### src/rtl/pong_pkg.sv
// Shared Pong definitions: FSM encoding, palette and default screen geometry.
// The geometry defaults are also used by the CRT controller's top level.
package pong_pkg;

   typedef enum logic [1:0] {
      IDLE = 2'd0,
      PLAY = 2'd1,
      MISS = 2'd2
   } state_t;

   localparam logic [2:0] BLACK = 3'b000;
   localparam logic [2:0] WHITE = 3'b111;
   localparam logic [2:0] GREEN = 3'b010;
   localparam logic [2:0] BLUE  = 3'b001;

   localparam int DEF_XRES        = 640;
   localparam int DEF_YRES        = 480;
   localparam int DEF_BALL        = 8;
   localparam int DEF_STEP        = 4;
   localparam int DEF_PADDLE_X    = 16;
   localparam int DEF_PADDLE_W    = 8;
   localparam int DEF_PADDLE_H    = 64;
   localparam int DEF_PADDLE_STEP = 8;
   localparam int DEF_MISS_FRAMES = 60;

endpackage

### src/rtl/pong_frame_tick.sv
// Frame tick: one-clock pulse on each falling edge of the active-low vsync.
// vsync_q resets high so no tick appears until a genuine falling edge.
module pong_frame_tick (
   input  logic clock,
   input  logic reset,
   input  logic vsync,
   output logic tick
);

   logic vsync_q;

   always_ff @(posedge clock or posedge reset) begin
      if (reset) vsync_q <= 1'b1;
      else       vsync_q <= vsync;
   end

   assign tick = vsync_q & ~vsync;

endmodule

### src/rtl/pong_ball_renderer.sv
// Pong game state (ball, paddle, score) advanced once per frame,
// plus the registered per-pixel colour lookup.
module pong_ball_renderer
   import pong_pkg::*;
#(
   parameter int XRES        = DEF_XRES,
   parameter int YRES        = DEF_YRES,
   parameter int BALL        = DEF_BALL,
   parameter int STEP        = DEF_STEP,
   parameter int PADDLE_X    = DEF_PADDLE_X,
   parameter int PADDLE_W    = DEF_PADDLE_W,
   parameter int PADDLE_H    = DEF_PADDLE_H,
   parameter int PADDLE_STEP = DEF_PADDLE_STEP,
   parameter int MISS_FRAMES = DEF_MISS_FRAMES
) (
   input  logic       clock,
   input  logic       reset,
   input  logic [9:0] xpos,
   input  logic [9:0] ypos,
   input  logic       vsync,
   input  logic       serve,
   input  logic       paddle_up,
   input  logic       paddle_down,
   output logic [2:0] rgb,
   output logic [3:0] hits,
   output logic [3:0] misses,
   output logic       playing
);

   localparam logic [10:0] XR = 11'(XRES);
   localparam logic [10:0] YR = 11'(YRES);
   localparam logic [10:0] BS = 11'(BALL);
   localparam logic [10:0] PX = 11'(PADDLE_X);
   localparam logic [10:0] PE = 11'(PADDLE_X + PADDLE_W);
   localparam logic [10:0] PH = 11'(PADDLE_H);

   localparam logic signed [10:0] ST   = 11'(STEP);
   localparam logic signed [10:0] XMAX = 11'(XRES - BALL);
   localparam logic signed [10:0] YMAX = 11'(YRES - BALL);
   localparam logic signed [10:0] PES  = 11'(PADDLE_X + PADDLE_W);

   localparam logic [9:0] CX    = 10'((XRES - BALL) / 2);
   localparam logic [9:0] CY    = 10'((YRES - BALL) / 2);
   localparam logic [9:0] PY0   = 10'((YRES - PADDLE_H) / 2);
   localparam logic [9:0] PMAX  = 10'(YRES - PADDLE_H);
   localparam logic [9:0] PSTEP = 10'(PADDLE_STEP);

   localparam int TW = $clog2(MISS_FRAMES);
   localparam logic [TW-1:0] TLAST = TW'(MISS_FRAMES - 1);

   state_t             state;
   logic [9:0]         ball_x, ball_y, paddle_y, pad_next;
   logic               dx, dy, tick, hit;
   logic [TW-1:0]      miss_timer;
   logic signed [10:0] sx, sy, nx, ny;
   logic [10:0]        px, py, bx, by, pdy;
   logic               in_ball, in_pad, off;

   pong_frame_tick u_tick (
      .clock (clock),
      .reset (reset),
      .vsync (vsync),
      .tick  (tick)
   );

   assign sx = $signed({1'b0, ball_x});
   assign sy = $signed({1'b0, ball_y});
   assign nx = dx ? sx + ST : sx - ST;
   assign ny = dy ? sy + ST : sy - ST;

   assign px  = {1'b0, xpos};
   assign py  = {1'b0, ypos};
   assign bx  = {1'b0, ball_x};
   assign by  = {1'b0, ball_y};
   assign pdy = {1'b0, paddle_y};

   // Overlap uses the pre-tick ball and paddle positions.
   assign hit = !dx && (nx <= PES) && (bx >= PE) &&
                (by + BS > pdy) && (by < pdy + PH);

   always_comb begin
      pad_next = paddle_y;
      if (paddle_up && !paddle_down)
         pad_next = (paddle_y < PSTEP) ? 10'd0 : paddle_y - PSTEP;
      else if (paddle_down && !paddle_up)
         pad_next = (paddle_y > PMAX - PSTEP) ? PMAX : paddle_y + PSTEP;
   end

   always_ff @(posedge clock or posedge reset) begin
      if (reset) begin
         state      <= IDLE;
         ball_x     <= CX;
         ball_y     <= CY;
         dx         <= 1'b1;
         dy         <= 1'b1;
         paddle_y   <= PY0;
         miss_timer <= '0;
         hits       <= '0;
         misses     <= '0;
         playing    <= 1'b0;
      end else if (tick) begin
         paddle_y <= pad_next;
         unique case (state)
            IDLE: begin
               ball_x <= CX;
               ball_y <= CY;
               if (serve) begin
                  state   <= PLAY;
                  playing <= 1'b1;
                  dx      <= 1'b1;
                  dy      <= 1'b1;
                  ball_x  <= CX + 10'(STEP);
                  ball_y  <= CY + 10'(STEP);
               end
            end
            PLAY: begin
               if (ny < 0) begin
                  ball_y <= 10'd0;
                  dy     <= 1'b1;
               end else if (ny > YMAX) begin
                  ball_y <= YMAX[9:0];
                  dy     <= 1'b0;
               end else begin
                  ball_y <= ny[9:0];
               end
               if (dx) begin
                  if (nx > XMAX) begin
                     ball_x <= XMAX[9:0];
                     dx     <= 1'b0;
                  end else begin
                     ball_x <= nx[9:0];
                  end
               end else if (hit) begin
                  ball_x <= PE[9:0];
                  dx     <= 1'b1;
                  if (hits != 4'hF) hits <= hits + 4'd1;
               end else if (nx < 0) begin
                  // Ball freezes where it left the field.
                  state      <= MISS;
                  playing    <= 1'b0;
                  miss_timer <= '0;
                  ball_y     <= ball_y;
                  if (misses != 4'hF) misses <= misses + 4'd1;
               end else begin
                  ball_x <= nx[9:0];
               end
            end
            MISS: begin
               if (miss_timer == TLAST) begin
                  state  <= IDLE;
                  ball_x <= CX;
                  ball_y <= CY;
               end else begin
                  miss_timer <= miss_timer + TW'(1);
               end
            end
            default: begin
               state   <= IDLE;
               playing <= 1'b0;
            end
         endcase
      end
   end

   assign off     = (px >= XR) || (py >= YR);
   assign in_ball = (px >= bx) && (px < bx + BS) &&
                    (py >= by) && (py < by + BS);
   assign in_pad  = (px >= PX) && (px < PE) &&
                    (py >= pdy) && (py < pdy + PH);

   always_ff @(posedge clock or posedge reset) begin
      if (reset)                          rgb <= BLACK;
      else if (off)                       rgb <= BLACK;
      else if (in_ball && state != MISS)  rgb <= WHITE;
      else if (in_pad)                    rgb <= GREEN;
      else                                rgb <= BLUE;
   end

endmodule

### config.mk
export PLATFORM = sky130hd
export DESIGN_NAME = pong_ball_renderer
export DESIGN_NICKNAME = d
export VERILOG_FILES = /design/src/rtl/pong_pkg.sv /design/src/rtl/pong_frame_tick.sv /design/src/rtl/pong_ball_renderer.sv
export SDC_FILE = /design/constraint.sdc
export NUM_CORES = 1
export LEC_CHECK = 0
export CAP_MARGIN = 20
export CORE_ASPECT_RATIO = 1.1
export CORE_MARGIN = 4
export CORE_UTILIZATION = 50
export DETAILED_ROUTE_END_ITERATION = 8
export PLACE_DENSITY = 0.68
export SYNTH_ARGS = -nofsm -noshare
export SYNTH_HDL_FRONTEND = slang
export SYNTH_SLANG_ARGS = --single-unit
export TNS_END_PERCENT = 20
### constraint.sdc
create_clock -name clock -period 7 [get_ports clock]
set_input_delay 1.4 -clock clock [delete_from_list [all_inputs] [get_ports clock]]
set_output_delay 1.4 -clock clock [all_outputs]
set_load 0.05 [all_outputs]
# After elaboration in Yosys (flattened, before gate mapping)
# Cells that the tools add are included.
# classes
n_addsub,12
order_cmp,20
n_eq_ne,14
mux,47
bitwise,5
reduce_logical,31
# op_table
cell,n
$mux W10,15
$pmux W10 S3,2
$lt A10 B11 Y1,4
$ge A10 B10 Y1,3
$mux W6,4
$reduce_and A6 Y1,4
$add A10 B3 Y11 const B,2
$add A10 B4 Y11 const B,2
$lt A11 B1 Y1 const B,2
$mux W11,2
$sub A10 B3 Y11 const B,2
$ge A10 B5 Y1 const B,2
$ne A2 B2 Y1 const B,7
$logic_and A1 B1 Y1,13
$mux W2,6
$ne A4 B4 Y1 const B,3
$pmux W6 S2,1
$add A10 B7 Y11 const B,1
$gt A11 B10 Y1,1
$gt A11 B10 Y1 const B,1
$gt A11 B11 Y1 const B,1
$le A11 B6 Y1 const B,1
$add A10 B4 Y10 const B,1
$ge A10 B10 Y1 const B,1
other kinds (29),48
# word_totals
reg_bits,53
in_bits,26
out_inout_bits,12
wordCells,141

# Logic depth before layout (Yosys ltp)
# Gate-level depths: netlist of run 1.
# logic_depth
ltp_word,10
depth_mapped,14

# Hierarchy
# From an unflattened synthesis of run 1, not the netlist that was laid out.
# hier_totals
cells_unflattened,581
area_unflattened_um2,5008.6
# by_module_without_submodules
module,instances,cells_each,area_per_inst_um2
pong_ball_renderer,1,578,4964.8
pong_frame_tick,1,3,43.8

# Worst setup path after synthesis of run 1
# Ideal clock, no wire load.
# synth_timing
kind,register to register
startpoint,register ball_y[3]
endpoint,register misses[1]
setup_time_ns,0.125
arrival_ns,3.087
slack_ns,3.788
path_stages_with_launch,12
n_path_buf,0
path_cell_list,dfstp_2 > ha_1 > nand3_1 > nor3_1 > xnor2_1 > ha_1 > and3_1 > a211oi_1 > a211oi_1 > o221a_2 > or4_4 > mux2_4
# synth_via
elab_chain_len,6
# synth_rtl
element,line_no,text
"start, declared",pong_ball_renderer.sv:52,"logic [9:0] ball_x, ball_y, paddle_y, pad_next;"
"start signal, assigned",pong_ball_renderer.sv:113,ball_y <= CY + 10'(STEP);
"start signal, assigned",pong_ball_renderer.sv:121,ball_y <= YMAX[9:0];
"start signal, assigned",pong_ball_renderer.sv:124,ball_y <= ny[9:0];
$add A10 B4 Y11,pong_ball_renderer.sv:79,(by + BS > pdy) && (by < pdy + PH);
$gt A11 B10 Y1,pong_ball_renderer.sv:79,
$logic_and A1 B1 Y1,pong_ball_renderer.sv:78,assign hit = !dx && (nx <= PES) && (bx >= PE) &&
$logic_and A1 B1 Y1 (*),pong_ball_renderer.sv:79,
$not A1 Y1 (no source line) (*),-,
$reduce_and A6 Y1 (no source line) (*),-,
"end signal, assigned",pong_ball_renderer.sv:143,if (misses != 4'hF) misses <= misses + 4'd1;
"end, declared",pong_ball_renderer.sv:26,"output logic [3:0] misses,"
# Mark *: on every way between the ends. The rest lies on a longest branch, timed or not.
# A chain may end at the register's enable or synchronous reset.

# Worst setup path after layout of run 1
# layout_timing
startpoint,register ball_y[3]
endpoint,register ball_x[3]
# layout_via
elab_chain_len,7
# layout_rtl
element,line_no,text
$add A10 B4 Y11,pong_ball_renderer.sv:79,
$gt A11 B10 Y1,pong_ball_renderer.sv:79,
$logic_and A1 B1 Y1,pong_ball_renderer.sv:78,
$logic_and A1 B1 Y1 (*),pong_ball_renderer.sv:79,
$mux W10,pong_ball_renderer.sv:133,end else if (hit) begin
$mux W10,pong_ball_renderer.sv:126,if (dx) begin
$pmux W10 S3,pong_ball_renderer.sv:103,unique case (state)
"end signal, assigned",pong_ball_renderer.sv:128,ball_x <= XMAX[9:0];
"end signal, assigned",pong_ball_renderer.sv:131,ball_x <= nx[9:0];
"end signal, assigned",pong_ball_renderer.sv:134,ball_x <= PE[9:0];
"end, declared",pong_ball_renderer.sv:52,
# Marks and branches as above.

==> results.toml, run 1 <==
[sta]
max_freq_ghz = 0.265
drv_slew = 0
tightestPinTransition_ns = 0.657
fin_crit_sh = 0.540
rsz0062_at_grt = "no"
finalSetupTns_ns = 0
fin_crit_ns = 3.78
finalHoldViolations = 0
final-setup-viol-count = 0
fin_worst_skew_ns = 0.00839
slew-limit-headroom = 0.562

[final_layout]
syn_to_final_growth_pct = 10.8
layout-drive-gt1-share = 0.0847
final_common_cell = "ha_1"
final_cell_mix = "ha_1, inv_1, o21ai_0"
final_util = 0.577
diodes = 0
nNetsFinal = 715

[clock_tree]
cts_made_buffers = 5
clk_pin_slew_ns = 0.10
cts_max_path_buffers = 2
clock-sinks = 46
clock_latency_ns = 0.31
cts_hold_buf = 0
cts_tree = "built"
post_cts_resized = 0
htree_levels = 2
root_buffer = "clkbuf_8"
post_cts_buffers = 0

[status]
status = "completed"

[logic_synthesis]
syn-cell-area_mm2 = 0.00496
async_flop_share = 1.00
synth_cell_types = 80
synth-edff-count = 0
ys_ff_latch = 46
synthFlopType = "dfrtp_1"
netlist.top_cell.by_area = "ha_1"
synth_top_area_share = 0.217
ys_seq_area_frac = 0.236
synth_warnings = 0
synth.area.top_cells = "ha_1, dfrtp_1, dfstp_2"
syn_nets = 684
synth_cells = 570
syn_avg_cell_area_um2 = 8.70

[pwr]
pwr-share-clk = 0.069
swShare = 0.515
p_leak_nw = 2.39
switchingPower_mw = 1.29
power.internal_mw = 1.21
comb_power_share = 0.715
power.density_mw_per_mm2 = 454
peakVddDrop_mv = 0.251
power_frac_seq = 0.216

[setup_path]
rrSetupSlack_ns = 3.22
reg2reg_to = "ball_x[3]"
rr_worst_depth = 12
end_kind = "flip-flop"
worst_setup_path_start_kind = "flip-flop"
worst-endpoint-required_ns = 7.24
endpoint = "ball_x[3]"
worstSetupStartpoint = "ball_y[3]"
critPathMaxFanout = 11
rr_startpoint = "ball_y[3]"
critPathKind = "reg2reg"
cp.arrival_ns = 4.02

[die]
die_y_um = 112
ios = 38
std_cell_rows = 37
coreArea_mm2 = 0.00954
die-area_mm2 = 0.0116
die_x_um = 103
initial_core_util = 0.520

[routing]
drt-total-wl_mm = 11.8
first_pass_iters = 5
post_drt_wl_per_cell_um = 16.5
drt_iter0_drc = 153
viasPerCell = 5.98
ant_nets = 0
num_vias = 4302
route.detailed.drc = 0

[grt]
grt_pass1_vias = 4503
grt_use_total = 0.217
grt_max_degree = 47
gr-total-overflow = 0
antenna_found_initial = 1
grt_pass1_wl_mm = 20.6

[placement]
io_buffers = 33
gp_congestion = 0.858
hpwl_mm = 9.47

[run]
drv_cap = 0

[hold_path]
hold_path_class = "reg2reg"
## cells in the mapped netlist, types with 3 or more instances
cell,instances
mux2i_1,5
a21o_1,6
and3_1,5
mux2_2,3
o31a_1,3
xnor2_1,18
o21a_1,15
nand3_1,29
dfrtp_1,30
dfstp_2,16
nand4_1,5
nor2b_1,9
buf_2,3
nand2b_1,7
o22ai_1,4
or4_1,3
nor2_1,38
nand2_1,29
and2_1,6
xor2_1,7
clkbuf_1,6
a21oi_1,29
nor3_1,18
a211oi_1,5
a22o_1,3
or3_1,5
ha_1,86
o221ai_1,3
a221oi_1,3
nor3b_1,3
inv_1,49
o211ai_1,8
nor4_1,4
a31oi_1,3
o21ai_0,45
## critical path, cell delays in order, from the launching register on
cell,delay (ns)
dfstp_2,0.61
ha_1,0.20
nand3_1,0.14
nor3_1,0.21
xnor2_1,0.18
ha_1,0.29
and3_1,0.20
nor3b_1,0.13
a211oi_1,0.28
o221ai_2,0.33
a311o_1,0.54
or3_1,0.39
o221a_1,0.21
## registers in the layout, summed over array words and instances, names as in the netlist
name / cells
misses: 4
state: 2
dx: 1
u_tick.vsync_q: 1
ball_x: 8
dy: 1
rgb: 3
playing: 1
ball_y: 8
paddle_y: 7
miss_timer: 6
hits: 4
## stage by stage
step | hold slack [ns] | std cells | total power, mW | worst slack (ns) | cell area (um2)
6_report | 0.507 | 719 | 2.50 | 3.22 | 5500
3_5_place_dp | 0.488 | 710 | 2.32 | 3.27 | 5390
2_1_floorplan | 0.467 | 570 | 1.91 | 3.79 | 4960
4_1_cts | 0.508 | 718 | 2.50 | 3.26 | 5480
3_3_place_gp | 0.490 | 710 | 2.26 | 3.35 | 5390
5_1_grt | 0.524 | 719 | 2.78 | 2.99 | 5500
## power groups by stage
stage | sequential [mW] | clock (mW) | combinational [mW]
after CTS | 0.540 | 0.177 | 1.79
after global routing | 0.560 | 0.189 | 2.03
after detailed placement | 0.544 | 0 | 1.77
final | 0.540 | 0.171 | 1.79
after global placement | 0.540 | 0 | 1.72
after floorplan | 0.529 | 0 | 1.38
## area by class of cell
cell class | instances | area (um2)
well taps | 117 | 146
flip-flops and latches | 46 | 1170
clock buffers | 6 | 72.6
inverters | 49 | 184
clock inverters | 2 | 13.8
fillers | 870 | 4040
multi-input cells | 464 | 3550
repair buffers | 35 | 358
## metal layers
layer	vias up	global-route usage	wire length, um
met4	2	0.0492	188
li1	2183	-	-
met3	18	0.0416	399
met2	67	0.372	5750
met1	2032	0.280	5480
met5	-	0	7
## logic make-up after synthesis
group / after synthesis / share of synthesized area
compound gates: 170 / 0.248
fa+ha+maj: 88 / 0.225
flops: 46 / 0.236
simple gates: 171 / 0.177
mux: 10 / 0.0222
buf+inv: 60 / 0.0477
xor+xnor: 25 / 0.0441
## worst min-delay path by stage
stage	from	endpoint	slack, ns	cells past startpoint
2_1_floorplan	paddle_y[7]	paddle_y[7]	0.47	2
3_3_place_gp	hits[3]	hits[3]	0.49	1
3_5_place_dp	hits[3]	hits[3]	0.49	1
4_1_cts	paddle_y[7]	paddle_y[7]	0.51	2
5_1_grt	hits[3]	hits[3]	0.52	1
6_report	hits[3]	hits[3]	0.51	1
Note: power is estimated with default switching activity, not from simulation.
==> run 2, diff against run 1 <==
Settings changed: PLACE_DENSITY 0.68 to 0.71.
Clock period 7 ns to 3.4 ns, I/O delays scaled along.
==> run 2 against run 1 <==
Effect of this change: final cell count up 2.4%; worst setup slack worse by 3.2 ns; largest power group unchanged; first-iteration DRC count up 46%; fmax up 12%; wire length up 3.0%; via count up 3.4%; design area up 4.5%; die area unchanged; global-route usage down 0.69 points; sequential power up 98%; register-to-register slack worse by 3.2 ns.
==> results.toml, run 2 (synthesized netlist as in run 1, its figures left out) <==
[sta]
finalHoldViolations = 0
drv_slew = 0
fin_hold_ws_ns = 0.506
fin_worst_skew_ns = 0.00886
setup_slack_ns = 0.0184
tightestPinTransition_ns = 0.685
fin_crit_sh = 0.995
max_freq_ghz = 0.296
finalSetupTns_ns = 0
rsz0062_at_grt = "yes"
slew-limit-headroom = 0.542
fin_crit_ns = 3.38
final-setup-viol-count = 0

[placement]
io_buffers = 33
place_inst = 723
gp_congestion = 0.860
hpwl_mm = 9.71
placed_cell_area_mm2 = 0.00550
place_ws_ns = -0.00122

[routing]
viasPerCell = 6.04
first_pass_iters = 4
drt-total-wl_mm = 12.2
wl_met1_mm = 5.51
num_vias = 4447
drt_iter0_drc = 223
post_drt_wl_per_cell_um = 16.6
top_layer = "met4"
wl_met2_mm = 6.12
route.detailed.drc = 0
ant_nets = 0
met3_length_um = 347

[run]
drv_cap = 0

[die]
die-area_mm2 = 0.0116
std_cell_rows = 37
die_x_um = 103
die_y_um = 112
coreArea_mm2 = 0.00954
ios = 38
initial_core_util = 0.520

[setup_path]
rr_worst_depth = 12
cp_cell_sequence = "ha_4 -> nand3_4 -> nor3_4 -> xnor2_2 -> ha_1 -> and3_4 -> nor3b_1 -> a211oi_2 -> o221ai_2 -> a311o_1 -> or3_1 -> o221a_1"
rrSetupSlack_ns = 0.02
worst-endpoint-required_ns = 3.64
critPathKind = "reg2reg"
worst_setup_path_start_kind = "flip-flop"
rr_startpoint = "ball_y[3]"
cp_top_family = "compound AO/OA/AOI/OAI gates"
cp.arrival_ns = 3.62
slowest_delay_ns = 0.57
critPathBufInv = 0
reg2reg_to = "ball_x[4]"
end_kind = "flip-flop"
slowest_stage = "dfstp_2"
critPathMaxFanout = 4

[final_layout]
diodes = 0
final_cell_mix = "ha_1, inv_1, o21ai_0"
nFillCells = 862
syn_to_final_growth_pct = 15.9
nNetsFinal = 732
design_area_mm2 = 0.00575
largestRegisters = "ball_x x8, ball_y x8, paddle_y x7"
layout-drive-gt1-share = 0.131
final_common_cell = "ha_1"
finalNonFillerCells = 736

[pwr]
p_leak_nw = 2.52
peakVddDrop_mv = 0.469
power.density_mw_per_mm2 = 951

[clock_tree]
root_buffer = "clkbuf_8"
clk_pin_slew_ns = 0.10
cts_max_path_buffers = 2
cts_hold_buf = 0
clock_latency_ns = 0.30
clock-sinks = 46
cts_made_buffers = 5
htree_levels = 2
cts_tree = "built"

[grt]
grt_pass1_wl_mm = 20.2
gr-total-overflow = 0
grt_pass1_vias = 4441
grt_use_total = 0.210
grt_max_degree = 47
antenna_found_initial = 0

[hold_path]
min_from = "paddle_y[7]"
hold_path_depth = 2
min_to = "paddle_y[7]"
hold_path_class = "reg2reg"

[status]
status = "completed"
==> run 2: cell count changes in the layout (fill, tap and decap cells not counted), sizes merged <==
cell / previous run / this run
clkbuf: 6 / 5
bufinv: 0 / 1
buf: 2 / 19
==> run 2: through the flow <==
stage / total power [mW] / utilization
after floorplan: 3.93 / -
after global placement: 4.74 / 0.577
after detailed placement: 4.89 / 0.577
after CTS: 5.34 / 0.589
after global routing: 6.02 / 0.603
final: 5.46 / 0.603
==> run 2: where the power goes <==
group / total [mW] / leakage [nW] / internal, mW / switching, mW
clock network: 0.418 / 0.0579 / 0.217 / 0.201
registers: 1.07 / 0.563 / 0.795 / 0.278
logic: 3.97 / 1.89 / 1.71 / 2.26
total: 5.46 / 2.52 / 2.72 / 2.74
==> run 2: layout make-up <==
| cell class | instances | area [um2] | area share |
|---|---|---|---|
| multi-input cells | 464 | 3640 | 0.633 |
| flip-flops and latches | 46 | 1170 | 0.204 |
| repair buffers | 52 | 498 | 0.0866 |
| inverters | 49 | 184 | 0.0320 |
| well taps | 117 | 146 | 0.0255 |
| clock buffers | 5 | 68.8 | 0.0120 |
| clock inverters | 3 | 40.0 | 0.00697 |
==> run 2: what timing repair did <==
action                                  in CTS  in global routing
endpoints found under the setup margin       3                 24
hold endpoints to repair                     0                  0
pin swaps                                    0                 13
resized for setup                            1                 15
setup buffers                                0                  4
==> run 2: worst min-delay path, cell delays in order, from the launching register on <==
cell and delay (ns):
dfstp_2 0.41, nand2_1 0.06, nand2_1 0.04
==> run 2: worst max-delay path by stage <==
stage                         start         to  slack (ns)  depth (start not counted)
after global routing      ball_y[3]  ball_x[4]       -0.07                         12
after detailed placement  ball_y[3]  ball_x[3]      -0.001                         12
final                     ball_y[3]  ball_x[4]        0.02                         12
after floorplan           ball_y[3]  misses[1]        0.19                         11
after CTS                 ball_y[3]  ball_x[3]        0.04                         12
after global placement    ball_y[3]  ball_x[4]        0.07                         12
==> run 2: routing by layer <==
layer,vias up,global-route usage
met4,0,0.0345
met3,17,0.0236
met5,-,0
met1,2140,0.280
li1,2217,-
met2,73,0.368
